$ cat config.mk
export PLATFORM = sky130hd
export DESIGN_NAME = fetch
export DESIGN_NICKNAME = d
export VERILOG_FILES = /design/src/rtl/fetch.sv
export SDC_FILE = /design/constraint.sdc
export NUM_CORES = 1
export LEC_CHECK = 0
export ABC_CLOCK_PERIOD_IN_PS = 7350
export CAP_MARGIN = 20
export CORE_MARGIN = 4
export CORE_UTILIZATION = 41
export CTS_BUF_LIST = sky130_fd_sc_hd__clkbuf_2
export DETAILED_ROUTE_END_ITERATION = 8
export GPL_ROUTABILITY_DRIVEN = 0
export PLACE_DENSITY = 0.64
export RECOVER_POWER = 25
export SLEW_MARGIN = 20
export SYNTH_ARGS = -nofsm -noshare
export SYNTH_HDL_FRONTEND = slang
export SYNTH_SLANG_ARGS = --single-unit
$ cat constraint.sdc
create_clock -name clk_i -period 7.35 [get_ports clk_i]
set_input_delay 1.47 -clock clk_i [delete_from_list [all_inputs] [get_ports clk_i]]
set_output_delay 1.47 -clock clk_i [all_outputs]
set_load 0.01 [all_outputs]
$ cat src/rtl/fetch.sv
// ucrv32 instruction fetch: owns the PC, issues in-order word requests and
// buffers returned words for decode, flushing everything on a redirect.
module fetch #(
    parameter logic [31:0] RESET_PC = 32'h0000_0000,
    parameter int          DEPTH    = 2
) (
    input  logic        clk_i,
    input  logic        n_rst,
    output logic        imem_req_o,
    output logic [31:0] imem_addr_o,
    input  logic        imem_gnt_i,
    input  logic        imem_rvalid_i,
    input  logic [31:0] imem_rdata_i,
    input  logic        redirect_i,
    input  logic [31:0] redirect_pc_i,
    input  logic        stall_i,
    output logic        valid_o,
    output logic [31:0] instruction_o,
    output logic [31:0] pc_o
);

    localparam int          PW      = (DEPTH > 1) ? $clog2(DEPTH) : 1;
    localparam int          CW      = $clog2(DEPTH + 1);
    localparam logic [31:0] NOP     = 32'h0000_0013;
    localparam logic [31:0] ALIGN   = 32'hFFFF_FFFC;
    localparam logic [CW:0] DEPTH_W = (CW + 1)'(DEPTH);
    localparam logic [CW-1:0] ONE   = CW'(1);
    localparam logic [PW-1:0] LAST  = PW'(DEPTH - 1);

    logic [31:0]   fetch_pc;
    logic [31:0]   resp_pc;
    logic [31:0]   last_pc;
    logic [31:0]   pc_mem  [DEPTH];
    logic [31:0]   ins_mem [DEPTH];
    logic [PW-1:0] rd_ptr;
    logic [PW-1:0] wr_ptr;
    logic [CW-1:0] count;
    logic [CW-1:0] outstanding;
    logic [CW-1:0] discard;
    logic [CW-1:0] out_next;
    logic          handshake;
    logic          resp_ok;
    logic          push;
    logic          pop;

    function automatic logic [PW-1:0] bump(input logic [PW-1:0] p);
        return (p == LAST) ? '0 : p + PW'(1);
    endfunction

    // Buffered words plus in-flight requests never exceed DEPTH, so a push
    // always finds room without any backpressure on the memory side.
    always_comb begin
        imem_req_o  = n_rst && !redirect_i &&
                      (({1'b0, outstanding} + {1'b0, count}) < DEPTH_W);
        imem_addr_o = fetch_pc & ALIGN;
        handshake   = imem_req_o && imem_gnt_i;
        resp_ok     = imem_rvalid_i && (outstanding != '0);
        push        = resp_ok && (discard == '0) && !redirect_i;
        valid_o     = (count != '0);
        pop         = valid_o && !stall_i;
        instruction_o = valid_o ? ins_mem[rd_ptr] : NOP;
        pc_o          = valid_o ? pc_mem[rd_ptr]  : last_pc;
    end

    always_comb begin
        out_next = outstanding;
        if (handshake && !resp_ok)
            out_next = outstanding + ONE;
        else if (!handshake && resp_ok)
            out_next = outstanding - ONE;
    end

    always_ff @(posedge clk_i) begin
        if (!n_rst) begin
            fetch_pc    <= RESET_PC;
            resp_pc     <= RESET_PC;
            last_pc     <= RESET_PC;
            rd_ptr      <= '0;
            wr_ptr      <= '0;
            count       <= '0;
            outstanding <= '0;
            discard     <= '0;
        end else begin
            outstanding <= out_next;
            if (valid_o)
                last_pc <= pc_mem[rd_ptr];
            if (redirect_i) begin
                // Every request still in flight after this cycle is stale.
                fetch_pc <= redirect_pc_i & ALIGN;
                resp_pc  <= redirect_pc_i & ALIGN;
                discard  <= out_next;
                count    <= '0;
                rd_ptr   <= '0;
                wr_ptr   <= '0;
            end else begin
                if (handshake)
                    fetch_pc <= fetch_pc + 32'd4;
                if (resp_ok) begin
                    if (discard != '0)
                        discard <= discard - ONE;
                    else
                        resp_pc <= resp_pc + 32'd4;
                end
                if (push)
                    wr_ptr <= bump(wr_ptr);
                if (pop)
                    rd_ptr <= bump(rd_ptr);
                if (push && !pop)
                    count <= count + ONE;
                else if (!push && pop)
                    count <= count - ONE;
            end
        end
    end

    always_ff @(posedge clk_i) begin
        if (push) begin
            pc_mem[wr_ptr]  <= resp_pc;
            ins_mem[wr_ptr] <= imem_rdata_i;
        end
    end

endmodule

Word-level counts from Yosys, hierarchy flattened
Memory sizes are Yosys's and may differ from the RTL's. A register that Yosys moved wholly into a read port is not among the register bits.
Cells that the tools add are included.
{"block": "totals", "ramBits": 128, "input_bits": 70, "mem_count": 2, "ff_bits": 104}
{"block": "op_classes", "order_cmp": 1, "reduce_logical": 29, "eq_ne": 1, "muxes": 22, "n_bitwise": 2, "n_addsub": 10}
{"memory": "ins_mem", "depth": 2, "word_bits": 32, "rd": 1, "rd_ports_with_merged_regs": 1, "write_ports": 1, "line": "34", "rtl": "logic [31:0] ins_mem [DEPTH];"}
{"memory": "pc_mem", "depth": 2, "word_bits": 32, "rd": 1, "rd_ports_with_merged_regs": 1, "write_ports": 1, "line": "33", "rtl": "logic [31:0] pc_mem [DEPTH];"}
{"op": "32-bit 2-to-1 mux", "n": 7}
{"op": "32-bit by 3-bit adder with 32-bit output, second input constant", "n": 2}
{"op": "2-bit 2-to-1 mux", "n": 7}
{"op": "2-bit nonzero test", "n": 7}
{"op": "1-bit logical AND", "n": 11}
{"op": "1-bit 2-to-1 mux", "n": 8}
{"op": "1-bit logical NOT", "n": 6}
{"op": "2-bit AND reduction", "n": 3}
{"op": "2-bit by 1-bit subtractor with 2-bit output, second input constant", "n": 3}
{"op": "2-bit by 1-bit adder with 2-bit output, second input constant", "n": 2}
{"op": "2-bit by 2-bit adder with 3-bit output", "n": 1}
{"op": "3-bit by 2-bit < comparator with 1-bit output, second input constant", "n": 1}
{"op": "1-bit adder, second input constant", "n": 2}
{"op": "2-bit logical NOT", "n": 1}
{"op": "2-bit != test, second input constant", "n": 1}
{"op": "1-bit inverter", "n": 2}
{"op": "2-bit OR reduction", "n": 1}

Depth between registers and ports, before layout
{"block": "depth", "word_depth": 9, "mapped_depth": 8, "mapped_depth_nobuf": 8}

Worst setup path after synthesis
No wires, ideal clock.
{"block": "synth_timing", "kind": "input to register", "startpoint": "input redirect_i", "endpoint": "memory ins_mem[0][0], enable pin", "arrival_ps": 6370, "path_slack_ps": 422, "path_stages": 4, "cell_sequence": "clkbuf_1 clkbuf_1 clkbuf_1 nor3_1"}
{"block": "synth_between", "elab_chain_cells": 4}
{"element": "start, declared", "line": "14", "rtl": "input logic redirect_i,"}
{"element": "1-bit logical NOT", "line": "58", "rtl": "push = resp_ok && (discard == '0) && !redirect_i;"}
{"element": "1-bit logical AND", "line": "58"}
{"element": "1-bit 2-to-1 mux", "line": "117", "rtl": "if (push) begin"}
{"element": "1-bit 2-to-1 mux (implied by the code)", "line": "119", "rtl": "ins_mem[wr_ptr] <= imem_rdata_i;"}
{"element": "end, declared", "line": "34"}
No other way between the ends.

Worst setup path in the final report
{"block": "layout_timing", "startpoint": "input n_rst", "endpoint": "output imem_req_o"}
{"block": "layout_between", "elab_chain_cells": 2}
{"element": "start, declared", "line": "8", "rtl": "input logic n_rst,"}
{"element": "1-bit logical AND (2 in a row)", "line": "53", "rtl": "imem_req_o = n_rst && !redirect_i &&"}
{"element": "end, declared", "line": "9", "rtl": "output logic imem_req_o,"}
No other way between the ends.

==> run_results.csv <==
group,metric,value,unit
place,io_buffer_count,163,
die,core_area,0.0229,mm2
detailed_routing,wl_met1,11200,um
clock_network,postCtsSetupBuffers,0,
detailed_routing,wl_met2,9930,um
sta,finalSetupViolations,0,
yosys,synth_edf_count,124,
clock_network,clk_latency,780,ps
cells_and_area,mostFrequentLayoutCells,"clkdlybuf4s50_1, edfxtp_1, clkbuf_2, dfxtp_1, nand2_1",
yosys,yosysTopAreaCell,"edfxtp_1",
place,place_inst,1305,
setup_path,r2r_slack,4660,ps
cells_and_area,fillers,2057,
yosys,ys_top_cells_by_area,"edfxtp_1, dfxtp_1, mux2i_1, o21ai_0, nand2_1",
die,die_w,162,um
clock_network,path_clk_slew,90,ps
setup_path,cp-start-kind,"primary input",
sta,fin_ws,2570,ps
cells_and_area,final_common_cell,"clkdlybuf4s50_1",
clock_network,htreeDepth,2,
hold_path,hold_path_end,"last_pc[0]",
sta,slew_headroom,0.394,
global_route,grtUsageTotal,0.173,
power,p_leak,4.04,nW
sta,holdWs,482,ps
yosys,ys_ff_latch,225,
detailed_routing,wl,23300,um
sta,skew,46.5,ps
setup_path,crit_family,"buffers and inverters",
die,die_h,162,um
setup_path,cp_num_buf_inv,3,
global_route,antenna_found_initial,1,
detailed_routing,wire_per_inst,16.5,um
detailed_routing,drtIter0Drc,455,
detailed_routing,routed_via_density,5.25,
cells_and_area,multi_input_area,0.00369,mm2
sta,fmax,209,MHz
yosys,syn_inst,868,
hold_path,hold_start,"last_pc[0]",
setup_path,cp-end-kind,"output pin",
place,hpwl,15200,um
cells_and_area,seq_area,0.00575,mm2
detailed_routing,via_count,7415,
sta,grt_setup_unrepaired,"false",
clock_network,clk_root_buffer_cell,"clkbuf_2",
clock_network,cts_tree,"built",
cells_and_area,drive_gt1_frac,0.123,
die,pin_count,168,
setup_path,required,5880,ps
sta,finalHoldViolCount,0,
clock_network,clock_path_buffers,3,
clock_network,ctsResizeCount,0,
yosys,ys_types,57,
clock_network,cts_made_buffers,57,
setup_path,cp_slowest_stage_delay,570,ps
sta,period_minus_slack,4780,ps
flow_run,cap_violations,0,
detailed_routing,drt-pass1-iter-count,5,
detailed_routing,highest_layer,"met4",
yosys,seq_area_frac_synth,0.594,
yosys,ys.flop_type,"edfxtp_1",
power,peakVddDrop,0.0998,mV
yosys,avgSynthCellArea,11.1,um2
global_route,grt_overflow_total,0,
setup_path,rr_worst_depth,7,
power,total_power,2.78,mW
yosys,ys_warn_count,0,
hold_path,min_path_cells,1,
cells_and_area,nNetsFinal,1127,
cells_and_area,finalNonFillerCells,1412,
cells_and_area,area.growth.synth_to_final,25.3,%
place,pre_cts_ws,2520,ps
die,die-area,0.0261,mm2
detailed_routing,drc,0,
setup_path,path_cells,"buf_2, buf_4, nand2b_1, nor3_1, clkdlybuf4s50_1",
setup_path,worstPathMaxFanout,74,
sta,min_period_over_period,0.651,
outcome,status,"complete, no violations",
sta,tightest_slew,901,ps
setup_path,arrival,3310,ps
die,initial_utilization,0.422,
power,p_per_area,229,mW/mm2
yosys,async_reset_ff_frac,0,
hold_path,hold_path_class,"flip-flop to flip-flop",
clock_network,cts_sinks,225,
setup_path,cp_slowest_cell,"clkdlybuf4s50_1",
yosys,synth_top_area_frac,0.385,
global_route,grt_max_degree,75,
global_route,grt_pass1_vias,7146,
clock_network,hold_buffers,0,
global_route,grt_pass1_wl,37000,um
die,fp-row-count,55,
sta,tns,0,ps
setup_path,criticalPathCategory,"primary input to output pin",
detailed_routing,ant_nets,0,
yosys,syn_area,0.00968,mm2
setup_path,timing.rr.start,"count[0]",
setup_path,reg2reg_to,"fetch_pc[28]",
sta,slew_viol_final,0,
detailed_routing,met3WireLength,1680,um
## report_power, final
group | internal [mW] | switching (mW) | leakage [nW] | total (mW)
sequential | 1.41 | 0.0593 | 1.96 | 1.47
combinational | 0.221 | 0.243 | 1.65 | 0.464
clock | 0.349 | 0.490 | 0.430 | 0.840
## routing by layer
| layer | vias to the layer above | GRT usage |
|---|---|---|
| met5 | - | 0 |
| met4 | 0 | 0.0557 |
| met3 | 33 | 0.0424 |
| met2 | 291 | 0.256 |
| met1 | 3448 | 0.249 |
| li1 | 3643 | - |
## cell families (layout without fill, tap and decap cells)
family / count (synthesis) / count (layout) / synth area share
muxes: 64 / 64 / 0.0663
AOI/OAI and AO/OA: 145 / 145 / 0.0921
and+or+nand+nor: 340 / 340 / 0.192
adders and majority gates: 6 / 6 / 0.00853
xor gates and xnor gates: 23 / 23 / 0.0208
DFF: 225 / 225 / 0.594
buffers and inverters: 64 / 293 / 0.0265
other: 1 / 3 / 0.000388
## registers in the layout (all words and copies together) (netlist names), named ones only
signal,cells
ins_mem,64
pc_mem,60
last_pc,32
fetch_pc,30
resp_pc,30
count,2
discard,2
outstanding,2
rd_ptr,1
wr_ptr,1
## cell type report
cell class / count / share of cell area
Sequential cell: 225 / 0.474
Multi-Input combinational cell: 580 / 0.304
Timing Repair Buffer: 175 / 0.142
Clock buffer: 100 / 0.0413
Tap cell: 313 / 0.0323
Inverter: 12 / 0.00371
Clock inverter: 6 / 0.00186
Antenna cell: 1 / 0.000206
## Yosys cell counts, drive strengths merged, types with 12 or more instances
master,n
clkbuf,41
nand3,17
and2,37
a311oi,14
or3,13
a21oi,20
o21ai,67
inv,12
nor3,28
edfxtp,124
dfxtp,101
nand4,26
nand2,78
nor4,18
xnor2,13
nor2,56
mux2i,63
a211oi,12
and4,18
## through the flow
step	instance area, um2	util
floorplan	9680	-
global placement	11600	0.505
detailed placement	11600	0.506
CTS	12100	0.529
global route	12100	0.529
finish	12100	0.529
## worst reg2reg max path, cell delays in order, from the launching register on
cell and delay, ps:
dfxtp_1 450, and2_1 180, fa_1 450, or3b_1 560
nor4_1 320, buf_4 250, nand4_1 150, o311ai_1 260
## worst max path at each step
stage                from       endpoint  cells after the start
4_1_cts             n_rst     imem_req_o                      5
3_5_place_dp        n_rst     imem_req_o                      5
3_3_place_gp        n_rst     imem_req_o                      5
6_report            n_rst     imem_req_o                      5
2_1_floorplan  redirect_i  ins_mem[0][0]                      4
5_1_grt             n_rst     imem_req_o                      5
(Power assumes the default switching activity.)
